## src/rtl/apb_mst_pkg.sv

```systemverilog
// Shared types and field positions for the FIFO-driven APB master.
// Command word is {write, addr, wdata}; response word is {slverr, rdata}.
package apb_mst_pkg;

    typedef enum logic [1:0] {
        StIdle,
        StSetup,
        StAccess,
        StResp
    } state_e;

    localparam int unsigned CmdDataLsb = 0;
    localparam int unsigned RspDataLsb = 0;

    function automatic int unsigned cmd_wr_pos(input int unsigned addr_w,
                                               input int unsigned data_w);
        return addr_w + data_w;
    endfunction

    function automatic int unsigned cmd_addr_lsb(input int unsigned data_w);
        return data_w;
    endfunction

    function automatic int unsigned rsp_err_pos(input int unsigned data_w);
        return data_w;
    endfunction

endpackage

```

## src/rtl/apb_mst_tmo.sv

```systemverilog
// ACCESS-phase watchdog for apb_fifo_master; only built with APB_MST_TIMEOUT_EN.
// expired rises in the TIMEOUT_CYC-th consecutive cycle that run is held.
module apb_mst_tmo #(
    parameter int unsigned TIMEOUT_CYC = 16
) (
    input  logic clk,
    input  logic reset,
    input  logic clear,
    input  logic run,
    output logic expired
);

    localparam int unsigned CntW = $clog2(TIMEOUT_CYC + 1);

    logic [CntW-1:0] cnt_q;

    // Count starts at 0 in the first ACCESS cycle, so the limit is TIMEOUT_CYC-1.
    assign expired = run && (cnt_q == CntW'(TIMEOUT_CYC - 1));

    always_ff @(posedge clk or negedge reset) begin
        if (!reset) begin
            cnt_q <= '0;
        end else if (clear) begin
            cnt_q <= '0;
        end else if (run && !expired) begin
            cnt_q <= cnt_q + CntW'(1);
        end
    end

endmodule

```

## src/rtl/apb_fifo_master.sv

```systemverilog
// APB master that drains a command FIFO and fills a response FIFO, one transfer at a time.
// Optional ACCESS timeout is enabled by defining APB_MST_TIMEOUT_EN.
module apb_fifo_master
    import apb_mst_pkg::*;
#(
    parameter int unsigned ADDR_W      = 8,
    parameter int unsigned DATA_W      = 32,
    parameter int unsigned TIMEOUT_CYC = 16
) (
    input  logic                     clk,
    input  logic                     reset,
    input  logic                     cmd_empty_i,
    input  logic [ADDR_W+DATA_W:0]   cmd_data_i,
    output logic                     cmd_pop_o,
    input  logic                     rsp_full_i,
    output logic                     rsp_push_o,
    output logic [DATA_W:0]          rsp_data_o,
    output logic                     psel_o,
    output logic                     penable_o,
    output logic                     pwrite_o,
    output logic [ADDR_W-1:0]        paddr_o,
    output logic [DATA_W-1:0]        pwdata_o,
    input  logic [DATA_W-1:0]        prdata_i,
    input  logic                     pready_i,
    input  logic                     pslverr_i,
    output logic                     busy_o
);

    localparam int unsigned CmdWrPos  = cmd_wr_pos(ADDR_W, DATA_W);
    localparam int unsigned AddrLsb   = cmd_addr_lsb(DATA_W);
    localparam int unsigned RspErrPos = rsp_err_pos(DATA_W);

    state_e              state_q;
    logic                psel_q;
    logic                penable_q;
    logic                pwrite_q;
    logic [ADDR_W-1:0]   paddr_q;
    logic [DATA_W-1:0]   pwdata_q;
    logic [DATA_W:0]     rsp_q;

    logic cmd_pop;
    logic rsp_push;
    logic tmo_expired;

    assign rsp_push = (state_q == StResp) && !rsp_full_i;
    // Pop from IDLE, or from RESP in the same cycle the response leaves; reset blocks it.
    assign cmd_pop  = reset && !cmd_empty_i &&
                      ((state_q == StIdle) || ((state_q == StResp) && !rsp_full_i));

`ifdef APB_MST_TIMEOUT_EN
    apb_mst_tmo #(
        .TIMEOUT_CYC (TIMEOUT_CYC)
    ) u_tmo (
        .clk     (clk),
        .reset   (reset),
        .clear   (cmd_pop),
        .run     (state_q == StAccess),
        .expired (tmo_expired)
    );
`else
    assign tmo_expired = 1'b0;
`endif

    always_ff @(posedge clk or negedge reset) begin
        if (!reset) begin
            state_q   <= StIdle;
            psel_q    <= 1'b0;
            penable_q <= 1'b0;
            pwrite_q  <= 1'b0;
            paddr_q   <= '0;
            pwdata_q  <= '0;
            rsp_q     <= '0;
        end else begin
            case (state_q)
                StIdle, StResp: begin
                    if (cmd_pop) begin
                        state_q   <= StSetup;
                        psel_q    <= 1'b1;
                        penable_q <= 1'b0;
                        pwrite_q  <= cmd_data_i[CmdWrPos];
                        paddr_q   <= cmd_data_i[AddrLsb +: ADDR_W];
                        pwdata_q  <= cmd_data_i[CmdDataLsb +: DATA_W];
                    end else if (rsp_push) begin
                        state_q <= StIdle;
                    end
                end
                StSetup: begin
                    state_q   <= StAccess;
                    penable_q <= 1'b1;
                end
                StAccess: begin
                    if (pready_i) begin
                        state_q                         <= StResp;
                        psel_q                          <= 1'b0;
                        penable_q                       <= 1'b0;
                        rsp_q[RspErrPos]                <= pslverr_i;
                        rsp_q[RspDataLsb +: DATA_W]     <= pwrite_q ? '0 : prdata_i;
                    end else if (tmo_expired) begin
                        state_q                         <= StResp;
                        psel_q                          <= 1'b0;
                        penable_q                       <= 1'b0;
                        rsp_q[RspErrPos]                <= 1'b1;
                        rsp_q[RspDataLsb +: DATA_W]     <= '0;
                    end
                end
                default: state_q <= StIdle;
            endcase
        end
    end

    assign cmd_pop_o  = cmd_pop;
    assign rsp_push_o = rsp_push;
    assign rsp_data_o = rsp_q;
    assign psel_o     = psel_q;
    assign penable_o  = penable_q;
    assign pwrite_o   = pwrite_q;
    assign paddr_o    = paddr_q;
    assign pwdata_o   = pwdata_q;
    assign busy_o     = (state_q != StIdle);

endmodule

```

## config.mk

```make
export PLATFORM = sky130hd
export DESIGN_NAME = apb_fifo_master
export DESIGN_NICKNAME = d
export VERILOG_FILES = /design/src/rtl/apb_mst_pkg.sv /design/src/rtl/apb_mst_tmo.sv /design/src/rtl/apb_fifo_master.sv
export SDC_FILE = /design/constraint.sdc
export NUM_CORES = 1
export LEC_CHECK = 0
export CAP_MARGIN = 20
export CORE_MARGIN = 2
export CORE_UTILIZATION = 35
export DETAILED_ROUTE_END_ITERATION = 6
export PLACE_DENSITY = 0.68
export SLEW_MARGIN = 20
export SYNTH_ARGS = -nofsm -noshare
export SYNTH_HDL_FRONTEND = slang
export SYNTH_SLANG_ARGS = --single-unit
```

## constraint.sdc

```tcl
create_clock -name clk -period 2.35 [get_ports clk]
set_clock_uncertainty 0.2 [all_clocks]
set_input_delay 0.3525 -clock clk [delete_from_list [all_inputs] [get_ports clk]]
set_output_delay 0.3525 -clock clk [all_outputs]
set_load 0.02 [all_outputs]
```

==> flow_summary.json, run 1 <==
{
  "final_layout_size_suffix_gt1_share_pct": 16.7,
  "fin_nets": 504,
  "fp.dieArea_um2": 10200,
  "cp-end-kind": "flop",
  "slowest_stage": "ha_1",
  "leakagePower_uw": 0.00223,
  "cts-buffers-inserted": 9,
  "cp_top_family": "adder cells",
  "critPathMaxFanout": 35,
  "grtUsageTotal_pct": 14.6,
  "numPortBuffers": 157,
  "power_density_nw_per_um2": 1270,
  "wl_per_cell_um": 14.2,
  "sw_frac_of_total_pct": 36.1,
  "setup_tns_ns": 0,
  "relSlewSlack_pct": 52.2,
  "hold_violations": 35,
  "synth_seq_cells": 78,
  "cts_hold_buffers": 0,
  "grt_pass1_wl_mm": 11.7,
  "cp-start-kind": "flop",
  "dieWidth_um": 101,
  "drc": 0,
  "timing_worst_setup_path_type": "flop to flop",
  "synthDistinctLibCells": 23,
  "cp_slowest_stage_delay_ns": 0.41,
  "avgSynthCellArea_um2": 12.7,
  "area_growth_pct": 57.1,
  "diodes": 0,
  "path_cells": "inv_1, ha_1, a211oi_4, buf_12, mux2_2",
  "grt_antenna_before_repair": 0,
  "ys_seq_area_share_pct": 59.1,
  "intPower_uw": 4210,
  "avgViaCountPerCell": 4.55,
  "violations": "hold timing",
  "period_needed_ns": 2.12,
  "hpwlAfterDp_mm": 5.41,
  "clk_path_buf_depth": 2,
  "cts-root-buf": "clkbuf_8",
  "fill_cells": 818,
  "synthCells": 261,
  "first_pass_iters": 4,
  "worstPathRequired_ns": 2.37,
  "drtIter0Drc": 62,
  "p_total_uw": 6580,
  "clock_sinks": 78,
  "coreArea_um2": 9200,
  "tritoncts": "built",
  "path_clk_slew_ns": 0.09,
  "clk-insertion-delay-late_ns": 0.33,
  "via_count": 2445,
  "routabilityCongestion": 0.725,
  "final_common_cell": "clkdlybuf4s50_1",
  "utilization_pct": 56.4,
  "hold_slack_ns": -0.0612,
  "syn_nets": 344,
  "io_pins": 158,
  "cts_max_level": 3,
  "cp.arrival_ns": 2.14,
  "cap_violations": 0,
  "syn_area_um2": 3300,
  "seq_power_share_pct": 34.0,
  "tightestPinTransition_ns": 0.717,
  "slew_violations": 0,
  "status": "finished with violations",
  "fmax_ghz": 0.471,
  "std_cell_rows": 35,
  "yosysWarnings": 0,
  "p_sw_uw": 2380,
  "rsz0062_at_grt": "false",
  "worst_slack_ns": 0.227,
  "power_frac_clock_pct": 14.9,
  "ir_drop_mv": 0.525,
  "wirelength_mm": 7.60,
  "grt_pass1_vias": 2356,
  "place_ws_ns": 0.0231,
  "fin_crit_sh_pct": 90.4,
  "critPathBufInv": 2,
  "grt-ovfl-total": 0,
  "hold_class": "input port to asynchronous set/reset pin",
  "finalSetupViolations": 0,
  "pwr-share-comb_pct": 51.1,
  "grt_start_max_net_pins": 79,
  "initial_core_util_pct": 35.9,
  "die_h_um": 101,
  "final_antenna_net_count": 0,
  "final_cell_mix": "clkdlybuf4s50_1, dfrtp_1, nand2_1, o21ai_0, nand2b_1"
}
-- power groups by stage --
| stage | registers (µW) | clock network [µW] | logic, µW |
|---|---|---|---|
| 3_5_place_dp | 2270 | 0 | 3410 |
| 5_1_grt | 2310 | 1080 | 3600 |
| 6_report | 2240 | 978 | 3370 |
| 2_1_floorplan | 2970 | 0 | 1110 |
| 3_3_place_gp | 2260 | 0 | 3360 |
| 4_1_cts | 2250 | 1030 | 3410 |
-- state kept, by name (all words and copies together) (netlist names) --
name,flops
rsp_data_o,33
paddr_o,8
pwrite_o,1
penable_o,1
psel_o,1
pwdata_o,32
state_q,2
-- Yosys cell counts --
cell	number	area, µm²
o2bb2ai_1	1	8.76
o211ai_1	1	7.51
o21ai_0	34	170
a211oi_4	1	20.0
nor2b_1	1	6.26
mux2_2	23	259
buf_6	4	45.0
dfrtp_1	78	1950
a21boi_0	1	7.51
buf_1	1	3.75
nand2b_1	33	206
ha_1	4	50.1
nand2b_4	2	27.5
inv_1	5	18.8
o22ai_1	1	6.26
nand2_1	35	131
a31oi_1	1	6.26
nand4_1	1	6.26
o221ai_1	2	17.5
mux2_4	20	300
clkbuf_1	9	33.8
a21oi_1	1	5.00
or2_2	2	12.5
-- final timing paths --
path | from | slack, ns | end | depth (start not counted)
max | state_q[0]$_DFFE_PN0P_ | 0.23 | pwdata_o[26]$_DFFE_PN0P_ | 5
min | reset | -0.06 | pwdata_o[30]$_DFFE_PN0P_ | 2
max reg2reg | state_q[0]$_DFFE_PN0P_ | 0.23 | pwdata_o[26]$_DFFE_PN0P_ | 5
min reg2reg | rsp_data_o[4]$_DFFE_PN0P_ | 0.28 | rsp_data_o[4]$_DFFE_PN0P_ | 2
max in group asynchronous | reset | 1.47 | pwdata_o[5]$_DFFE_PN0P_ | 2
min in group clk | reset | 0.23 | psel_o$_DFFE_PN0P_ | 4
-- what timing repair did --
| action | CTS | global route |
|---|---|---|
| cloned | 0 | 0 |
| gates resized for setup | 3 | 2 |
| buffers inserted | 0 | 0 |
| pin swaps | 0 | 0 |
| endpoints found under the setup margin | 3 | 1 |
-- metrics by stage --
step                      instance area (µm²)  instances
final                                    5190        537
after global routing                     5190        537
after CTS                                5190        537
after detailed placement                 5000        521
after global placement                   5000        521
after floorplan                          3300        261
-- metal layers --
layer	wire length [µm]	up-vias	GRT usage, %
li1	-	1191	-
met1	3420	1157	19.1
met2	3510	90	22.8
met3	578	7	4.28
met4	92	0	5.93
met5	0	-	0
-- cell families (layout without fill, tap and decap cells) --
logic type / after synthesis / count (layout) / synth area share [%]
multiplexers: 43 / 43 / 16.9
adder cells (fa/ha/maj): 4 / 4 / 1.52
buffers and inverters: 19 / 184 / 3.07
AND/OR/NAND/NOR: 74 / 74 / 11.8
flip-flops: 78 / 78 / 59.1
AO/OA/AOI/OAI: 43 / 43 / 7.54
-- area by class of cell --
type,instances,area [µm²],share of cell area [%]
multi-input cells,164,1250,24.1
inverters,5,18.8,0.362
repair buffers,163,1640,31.5
well taps,111,139,2.68
clock buffers,11,131,2.53
flip-flops and latches,78,1950,37.6
clock inverters,5,60.1,1.16
Power figures use the tool's default switching activity.
==> run 2, diff against run 1 <==
--- a/config.mk
+++ b/config.mk
@@ -10,6 +10,7 @@
 export CORE_UTILIZATION = 35
 export DETAILED_ROUTE_END_ITERATION = 6
 export PLACE_DENSITY = 0.68
+export SKIP_LAST_GASP = 1
 export SLEW_MARGIN = 20
 export SYNTH_ARGS = -nofsm -noshare
 export SYNTH_HDL_FRONTEND = slang
==> results of run 2 <==
Same layout as run 1: the final DEF is identical, and so are final timing and power.
